$ cat src/rtl/climate_event_monitor.sv
// Purpose : statistics, circular verdict history and storm-alarm FSM fed by the climate classifier.
// Latency : a done sample in cycle t shows in counters/log/storm_run/storm_alarm from t+1; pops return data at t+1.
// Backpres: none; every done pulse is accepted, and a full log overwrites its oldest entry.
// Ports   : clk/rst (sync, active-high); done + snow/sunny/storm/error verdict flags; clr_stats, alarm_ack, hist_rd_en;
//           hist_rd_data/hist_rd_valid/hist_count log read side; cnt_* counters, cnt_sat/hist_ovf sticky flags;
//           storm_alarm latched alarm, storm_run current consecutive-storm count.
module climate_event_monitor #(
   parameter int CNT_W      = 16,
   parameter int STORM_RUN  = 3,
   parameter int HIST_DEPTH = 8
) (
   input  logic                          clk,
   input  logic                          rst,
   input  logic                          done,
   input  logic                          snow,
   input  logic                          sunny,
   input  logic                          storm,
   input  logic                          error,
   input  logic                          clr_stats,
   input  logic                          alarm_ack,
   input  logic                          hist_rd_en,
   output logic [2:0]                    hist_rd_data,
   output logic                          hist_rd_valid,
   output logic [$clog2(HIST_DEPTH):0]   hist_count,
   output logic [CNT_W-1:0]              cnt_snow,
   output logic [CNT_W-1:0]              cnt_sunny,
   output logic [CNT_W-1:0]              cnt_storm,
   output logic [CNT_W-1:0]              cnt_error,
   output logic [CNT_W-1:0]              cnt_total,
   output logic                          cnt_sat,
   output logic                          hist_ovf,
   output logic                          storm_alarm,
   output logic [7:0]                    storm_run
);

   localparam int PTR_W = $clog2(HIST_DEPTH);
   localparam int HC_W  = PTR_W + 1;
   localparam logic [HC_W-1:0]  HIST_FULL = HC_W'(HIST_DEPTH);
   localparam logic [CNT_W-1:0] CNT_MAX   = '1;
   localparam logic [7:0]       RUN_TGT   = 8'(STORM_RUN);

   localparam logic [2:0] C_NONE  = 3'd0;
   localparam logic [2:0] C_SNOW  = 3'd1;
   localparam logic [2:0] C_SUNNY = 3'd2;
   localparam logic [2:0] C_STORM = 3'd3;
   localparam logic [2:0] C_ERR   = 3'd4;
   localparam logic [2:0] C_MULTI = 3'd5;

   typedef enum logic [1:0] {S_IDLE, S_RUN, S_ALARM} state_t;

   // ---------------- verdict encoding ----------------
   logic [1:0] n_flags;
   logic [2:0] code;

   always_comb begin
      n_flags = 2'(snow) + 2'(sunny) + 2'(storm);
      code    = C_NONE;
      if (error)
         code = C_ERR;
      else if (n_flags == 2'd1)
         code = snow ? C_SNOW : (sunny ? C_SUNNY : C_STORM);
      else if (n_flags != 2'd0)
         code = C_MULTI;
   end

   // ---------------- statistics ----------------
   function automatic logic [CNT_W-1:0] bump(input logic [CNT_W-1:0] v, input logic en);
      return (en && v != CNT_MAX) ? v + 1'b1 : v;
   endfunction

   // clr_stats acts before the sample, so a same-cycle done counts from zero.
   logic [CNT_W-1:0] base_snow, base_sunny, base_storm, base_error, base_total;
   logic             inc_snow, inc_sunny, inc_storm, inc_error;
   logic             sat_hit;

   always_comb begin
      base_snow  = clr_stats ? '0 : cnt_snow;
      base_sunny = clr_stats ? '0 : cnt_sunny;
      base_storm = clr_stats ? '0 : cnt_storm;
      base_error = clr_stats ? '0 : cnt_error;
      base_total = clr_stats ? '0 : cnt_total;
      inc_snow   = done && (code == C_SNOW);
      inc_sunny  = done && (code == C_SUNNY);
      inc_storm  = done && (code == C_STORM);
      inc_error  = done && ((code == C_ERR) || (code == C_MULTI));
      // sticky flag marks an increment that had to be clamped
      sat_hit    = (inc_snow  && base_snow  == CNT_MAX) ||
                   (inc_sunny && base_sunny == CNT_MAX) ||
                   (inc_storm && base_storm == CNT_MAX) ||
                   (inc_error && base_error == CNT_MAX) ||
                   (done      && base_total == CNT_MAX);
   end

   // ---------------- history log ----------------
   logic [2:0]       mem [HIST_DEPTH];
   logic [PTR_W-1:0] wr_ptr, rd_ptr;
   logic             hist_full, do_rd, do_wr, ovf_hit;

   always_comb begin
      hist_full = (hist_count == HIST_FULL);
      do_rd     = hist_rd_en && (hist_count != '0);
      do_wr     = done;
      // a pop in the same cycle frees the slot, so only an unpaired write overwrites
      ovf_hit   = do_wr && !do_rd && hist_full;
   end

   always_ff @(posedge clk) begin
      if (do_wr)
         mem[wr_ptr] <= code;
   end

   always_ff @(posedge clk) begin
      if (rst) begin
         cnt_snow      <= '0;
         cnt_sunny     <= '0;
         cnt_storm     <= '0;
         cnt_error     <= '0;
         cnt_total     <= '0;
         cnt_sat       <= 1'b0;
         hist_ovf      <= 1'b0;
         wr_ptr        <= '0;
         rd_ptr        <= '0;
         hist_count    <= '0;
         hist_rd_data  <= '0;
         hist_rd_valid <= 1'b0;
      end else begin
         cnt_snow      <= bump(base_snow,  inc_snow);
         cnt_sunny     <= bump(base_sunny, inc_sunny);
         cnt_storm     <= bump(base_storm, inc_storm);
         cnt_error     <= bump(base_error, inc_error);
         cnt_total     <= bump(base_total, done);
         cnt_sat       <= (cnt_sat  && !clr_stats) || sat_hit;
         hist_ovf      <= (hist_ovf && !clr_stats) || ovf_hit;
         hist_rd_valid <= do_rd;
         if (do_rd)
            hist_rd_data <= mem[rd_ptr];
         if (do_wr)
            wr_ptr <= wr_ptr + 1'b1;
         if (do_rd || ovf_hit)
            rd_ptr <= rd_ptr + 1'b1;
         if (do_wr && !do_rd && !hist_full)
            hist_count <= hist_count + 1'b1;
         else if (do_rd && !do_wr)
            hist_count <= hist_count - 1'b1;
      end
   end

   // ---------------- storm alarm FSM ----------------
   state_t     state_q, state_d, eff_state;
   logic [7:0] run_d, eff_run, run_inc;

   always_ff @(posedge clk) begin
      if (rst) begin
         state_q   <= S_IDLE;
         storm_run <= '0;
      end else begin
         state_q   <= state_d;
         storm_run <= run_d;
      end
   end

   always_comb begin
      // acknowledge is applied first; the sample is then judged from the resulting state
      eff_state = state_q;
      eff_run   = storm_run;
      if (alarm_ack && state_q == S_ALARM) begin
         eff_state = S_IDLE;
         eff_run   = '0;
      end
      run_inc = (eff_run == 8'hFF) ? eff_run : eff_run + 1'b1;
      state_d = eff_state;
      run_d   = eff_run;
      if (done) begin
         if (code == C_STORM) begin
            run_d = run_inc;
            if (eff_state != S_ALARM)
               state_d = (run_inc >= RUN_TGT) ? S_ALARM : S_RUN;
         end else begin
            run_d = '0;
            if (eff_state != S_ALARM)
               state_d = S_IDLE;
         end
      end
   end

   always_comb begin
      storm_alarm = (state_q == S_ALARM);
   end

endmodule

$ cat config.mk
export PLATFORM = sky130hd
export DESIGN_NAME = climate_event_monitor
export DESIGN_NICKNAME = d
export VERILOG_FILES = /design/src/rtl/climate_event_monitor.sv
export SDC_FILE = /design/constraint.sdc
export NUM_CORES = 1
export LEC_CHECK = 0
export ABC_AREA = 1
export BUFFER_PORTS_ARGS = -buffer_cell sky130_fd_sc_hd__buf_4
export CORE_UTILIZATION = 40
export DETAILED_ROUTE_END_ITERATION = 6
export SLEW_MARGIN = 20
export SYNTH_ARGS = -nofsm -noshare
export SYNTH_HDL_FRONTEND = slang
export SYNTH_SLANG_ARGS = --single-unit
$ cat constraint.sdc
create_clock -name clk -period 2.95 [get_ports clk]
set_clock_uncertainty 0.05 [all_clocks]
set_input_delay 0.4425 -clock clk [delete_from_list [all_inputs] [get_ports clk]]
set_output_delay 0.4425 -clock clk [all_outputs]
set_load 0.02 [all_outputs]
## Word level (Yosys, flattened, before mapping)

Memory sizes are Yosys's and may differ from the RTL's. A register that Yosys moved wholly into a read port is not among the register bits.
Cells that the tools add are included.

| storage, ports and cells | value |
|---|---|
| register bits | 103 |
| bits in writable memories | 24 |
| bits of input ports | 10 |
| memories kept | 1 |

Memories:

| memory | depth | bits a word | read ports | clocked after Yosys merged registers in | wr ports | line | text |
|---|---|---|---|---|---|---|---|
| mem | 8 | 3 | 1 | 1 | 1 | 95 | `logic [2:0] mem [HIST_DEPTH];` |

| operators by class | value |
|---|---|
| add/subtract/negate cells | 12 |
| magnitude comparators | 1 |
| eq/ne operators | 20 |
| multiplexer cells | 29 |
| reductions and logical operators | 37 |

Operator list:

| kind | count |
|---|---|
| $mux 16 | 10 |
| $add 16x1->16 const B | 5 |
| $eq 16x16->1 const B | 5 |
| $ne 16x16->1 const B | 5 |
| $mux 8 | 4 |
| $logic_and 1x1->1 | 22 |
| $mux 2 | 7 |
| $mux 3 | 3 |
| $add 8x1->8 const B | 1 |
| $eq 8x8->1 const B | 1 |
| $ge 8x2->1 const B | 1 |
| $logic_or 1x1->1 | 8 |
| $mux 4 | 2 |
| $add 3x1->3 const B | 2 |
| $eq 3x2->1 const B | 2 |
| $eq 3x3->1 const B | 2 |
| $add 4x1->4 const B | 1 |
| $eq 4x4->1 const B | 1 |
| $logic_not 1->1 | 4 |
| $reduce_bool 2->1 | 2 |
| $reduce_bool 4->1 | 1 |
| $sub 4x1->4 const B | 1 |
| $eq 3x1->1 const B | 1 |
| $mux 1 | 3 |
| 5 further kinds | 5 |

## Logic depth before layout (Yosys ltp)

| logic depth | value |
|---|---|
| depth after elaboration | 14 |
| mapped depth | 17 |
| depth with buffers taken out | 16 |

## Worst setup path before layout

No wires, ideal clock.

| timing path | value |
|---|---|
| path type | input port to flip-flop |
| from | in clr_stats |
| to | reg cnt_sunny[9] |
| data arrival time | 2.204 ns |
| setup slack | 0.564 ns |
| cell stages on the path | 14 |
| path buffers | 5 |
| cells stage by stage | buf_6 buf_8 buf_6 buf_4 nor2_1 ha_1 nand3_1 inv_1 nand4_2 nand2_2 inv_2 buf_4 nand2_1 a21oi_1 |

| on the way | value |
|---|---|
| cells in the longest elaborated chain, start to end | 4 |
| elaborated cells between the ends (all ways) | 5 |
| those cells by class | add/sub: 1; eq/ne: 1; mux: 2; reduce/logical: 1 |

Ends and longest elaborated chain:

| what | line | text |
|---|---|---|
| start, declared | 19 | `input logic clr_stats,` |
| $mux 16 (*) | 78 | `base_sunny = clr_stats ? '0 : cnt_sunny;` |
| branches (longest 2 deep; another with $add 16x1->16) | n/a |  |
| $mux 16 (*) | 68 | `return (en && v != CNT_MAX) ? v + 1'b1 : v;` |
| end signal, assigned | 128 | `cnt_sunny <= bump(base_sunny, inc_sunny);` |
| end, declared | 26 | `output logic [CNT_W-1:0] cnt_sunny,` |

Every way passes the cells marked *.
A chain may end at the register's enable or synchronous reset.

## Worst setup path in the final report

| timing path | value |
|---|---|
| from | reg state_q[0] |
| to | reg state_q[1] |

| on the way | value |
|---|---|
| cells in the longest elaborated chain, start to end | 10 |
| elaborated cells between the ends (all ways) | 14 |
| those cells by class | add/sub: 1; order compare: 1; eq/ne: 3; mux: 8; reduce/logical: 1 |

Ends and longest elaborated chain:

| what | line | text |
|---|---|---|
| start, declared | 149 | `state_t state_q, state_d, eff_state;` |
| start signal, assigned | 157 | `state_q <= state_d;` |
| $eq 2x2->1 | 166 | `if (alarm_ack && state_q == S_ALARM) begin` |
| $logic_and 1x1->1 | 166 |  |
| $mux 8 | 166 |  |
| $add 8x1->8 / $eq 8x8->1 (equally long branches) | 170 | `run_inc = (eff_run == 8'hFF) ? eff_run : eff_run + 1'b1;` |
| $mux 8 | 170 |  |
| $ge 8x2->1 | 177 | `state_d = (run_inc >= RUN_TGT) ? S_ALARM : S_RUN;` |
| $mux 2 | 177 |  |
| $mux 2 | 176 | `if (eff_state != S_ALARM)` |
| $mux 2 | 174 | `if (code == C_STORM) begin` |
| $mux 2 (*) | 173 | `if (done) begin` |

Mark *: on every way between the ends. The rest lies on a longest branch, timed or not.

==> impl_metrics.csv <==
group,metric,value,unit
grt,grt_usage,0.209,
cts,post_cts_buffers,0,
cells_and_area,fill_cells,1779,
cts,path_clk_slew,0.06,ns
timing,max_freq,395,MHz
cts,cts_tree,"done",
cells_and_area,drive_gt1_frac,0.193,
placement,place_area,8590,sq um
grt,overflow,0,
critical_path,cpMostUsedCell,"nand2_1",
yosys,yosys_warnings,0,
floorplan,io_pins,109,
cts,cts_hold_buffers,0,
critical_path,cp_slowest_cell,"dfxtp_1",
yosys,synth_flop_cell,"dfxtp_1",
drt,drtIter0Drc,385,
cts,clock-sinks,130,
yosys,async_flop_share,0,
power,p_sw_frac,0.280,
floorplan,dieHeight,139,um
critical_path,path_cells,"inv_1, nand3_2, nand2_1, inv_1, ha_1, nand2_1, inv_1, nand3_1, nor2_2, nand2_1, nand2_1, nand2_1, a21oi_1, nand2_1, nand2_1, a21oi_1",
grt,grt_pass1_wl,32.8,mm
critical_path,crit_path_end_kind,"flop",
drt,drcViolationCount,0,
drt,num_vias,7118,
power,combPwrFrac,0.134,
drt,routed_via_density,5.01,
drt,wirelength,19.7,mm
critical_path,startpoint_type,"flop",
yosys,syn-instance-count,1067,
critical_path,cp_max_fo,15,
critical_path,worstPathRequired,3.21,ns
timing,finalSetupTns,0,ns
cells_and_area,syn_to_final_growth,21.8,%
yosys,post_synth.cell_area_avg,7.07,sq um
power,p_switching,1300,uW
yosys,synth_nets,1090,
critical_path,crit_type,"flop to flop",
worst_hold_path,hp-class,"input pin to flop",
timing,setup_viol,0,
cts,clock_latency,0.42,ns
floorplan,core.rowCount,49,
timing,period_needed,2.53,ns
yosys,synth_edf_count,24,
power,pwr-share-seq,0.416,
run_status,status,"finished, final reports clean",
floorplan,die-area,19400,sq um
drt,wl_per_cell,13.9,um
yosys,ys_seq_elements,130,
critical_path,arrival,2.78,ns
critical_path,critPathMaxStageDelay,0.37,ns
power,peakVddDrop,0.396,mV
power,p_per_area,507,nW/um^2
placement,portBuffers,108,
placement,gp_routability_congestion,0.905,
yosys,synth.distinct_cells,44,
cts,h-tree-depth,4,
cts,cts_buffers,17,
cells_and_area,nets,1202,
yosys,synth_area,7540,sq um
cells_and_area,fin_area,9180,sq um
timing,hold_viol_final,0,
grt,grt_max_degree,63,
floorplan,coreArea,18200,sq um
flow_run,drv_cap,0,
drt,drtPass1Iterations,5,
yosys,ys_seq_area_frac,0.377,
timing,slew_violations,0,
power,p_clk_frac,0.450,
timing,tightest_slew,0.740,ns
floorplan,floorplan.initialDensity,0.414,
placement,hpwlAfterDp,14.3,mm
cts,cts_root_buffer,"clkbuf_16",
cts,clk_path_buf_depth,2,
floorplan,die_width,139,um
power,intPower,3350,uW
timing,finalCritPeriodShare,0.857,
power,leakage,0.00355,uW
timing,slew_headroom,0.506,
grt,antenna_found_initial,0,
grt,grt_pass1_vias,6664,
cells_and_area,n_antenna_cell,0,
cts,ctsResizeCount,0,
drt,drtAntennaViolNets,0,
timing,rsz0062_at_grt,"false",
==> cells in the final DEF, fill, tap and decap left out, types with 3 or more instances in the layout <==
cell type,synthesis,final
a21oi_1,90,90
edfxtp_1,24,24
nor3_2,10,10
o211ai_1,3,3
nand2_2,10,10
ha_1,11,11
inv_2,15,15
clkinvlp_4,0,3
inv_1,113,113
nand2_1,252,252
dfxtp_1,106,106
nor2_1,130,130
nor2_2,14,14
o221ai_1,3,3
o32ai_1,3,3
xnor2_1,29,29
buf_4,8,128
o21ai_0,36,36
xor2_1,17,17
nand3b_1,6,6
mux2i_1,3,3
clkbuf_16,0,17
nand4_1,19,19
a31oi_1,3,3
o21ai_1,11,11
nor2_4,12,12
nor4_1,3,3
clkinv_4,0,5
nand3_1,64,64
nor3_1,28,28
==> cells by family after synthesis <==
group	after synthesis	share of synthesized area
and+or+nand+nor	558	0.341
buffers and inverters	166	0.0951
AOI/OAI and AO/OA	151	0.106
DFF	130	0.377
xor gates and xnor gates	46	0.0534
adders and majority gates	13	0.0236
muxes	3	0.00398
==> power groups by stage <==
stage | Combinational, uW | Sequential [uW] | Clock (uW)
after global placement | 615 | 1970 | 0
after detailed placement | 624 | 1970 | 0
after CTS | 626 | 1930 | 2130
after floorplan | 397 | 2000 | 0
final | 624 | 1930 | 2090
after global routing | 697 | 1940 | 2220
==> flip-flops by register name (all words and copies together), names as in the netlist <==
name	flops
mem	24
cnt_error	16
cnt_snow	16
cnt_storm	16
cnt_sunny	16
cnt_total	16
storm_run	8
hist_count	4
hist_rd_data	3
rd_ptr	3
wr_ptr	3
state_q	2
cnt_sat	1
hist_ovf	1
hist_rd_valid	1
==> path summary, 6_finish.rpt <==
path	from	end	slack (ns)	cells past startpoint
worst max-delay path	state_q[0]	state_q[1]	0.42	16
worst min register to register	hist_rd_data[0]	hist_rd_data[0]	0.42	2
worst min-delay path	done	wr_ptr[2]	0.34	3
worst max register to register	state_q[0]	state_q[1]	0.42	16
==> synthesized netlist by cell type, types with 6 or more instances <==
library cell,instances,area [sq um]
nor2_2,14,87.6
ha_1,11,138
o21ai_0,36,180
buf_4,8,60.1
xor2_1,17,149
nor2_1,130,488
nand2_1,252,946
edfxtp_1,24,721
o21ai_1,11,55.1
nand3b_1,6,45.0
nand2_2,10,62.6
nor2_4,12,135
inv_2,15,56.3
buf_6,6,67.6
nand3_1,64,320
nand4_1,19,119
clkbuf_1,14,52.6
buf_2,6,30.0
dfxtp_1,106,2120
xnor2_1,29,254
inv_1,113,424
nor3_2,10,100
nor3_1,28,140
a21oi_1,90,450
==> final cells by class <==
cell class	instances	area, sq um	share of cell area
clock inverter	15	160	0.0174
timing repair buffer	130	1000	0.109
inverter	129	484	0.0527
tap	229	287	0.0312
sequential	130	2840	0.310
clock buffer	17	425	0.0463
multi-input combinational	771	3980	0.434
==> worst max-delay path: cells and delay by family, from the launching register on <==
family | cells | cell delay, ns
DFF | 1 | 0.37
and+or+nand+nor | 10 | 1.28
AOI/OAI and AO/OA | 2 | 0.24
buffers and inverters | 3 | 0.27
adders and majority gates | 1 | 0.19
==> per-stage QoR <==
stage | std cells | hold WS [ns] | utilization | setup WS, ns | power [uW]
after global routing | 1421 | 0.336 | 0.504 | 0.147 | 4860
after global placement | 1389 | 0.412 | 0.472 | 0.282 | 2590
final | 1421 | 0.337 | 0.504 | 0.421 | 4650
after floorplan | 1067 | 0.409 | - | 0.564 | 2400
after detailed placement | 1389 | 0.410 | 0.472 | 0.190 | 2590
after CTS | 1421 | 0.314 | 0.504 | 0.472 | 4690
==> per-layer routing <==
layer | up-vias | GRT usage | share of wire
met1 | 3230 | 0.282 | 0.48
met2 | 185 | 0.336 | 0.46
met4 | 0 | 0.0649 | 0.011
li1 | 3685 | - | -
met5 | - | 0 | 0
met3 | 18 | 0.0409 | 0.051
(Power assumes the default switching activity.)
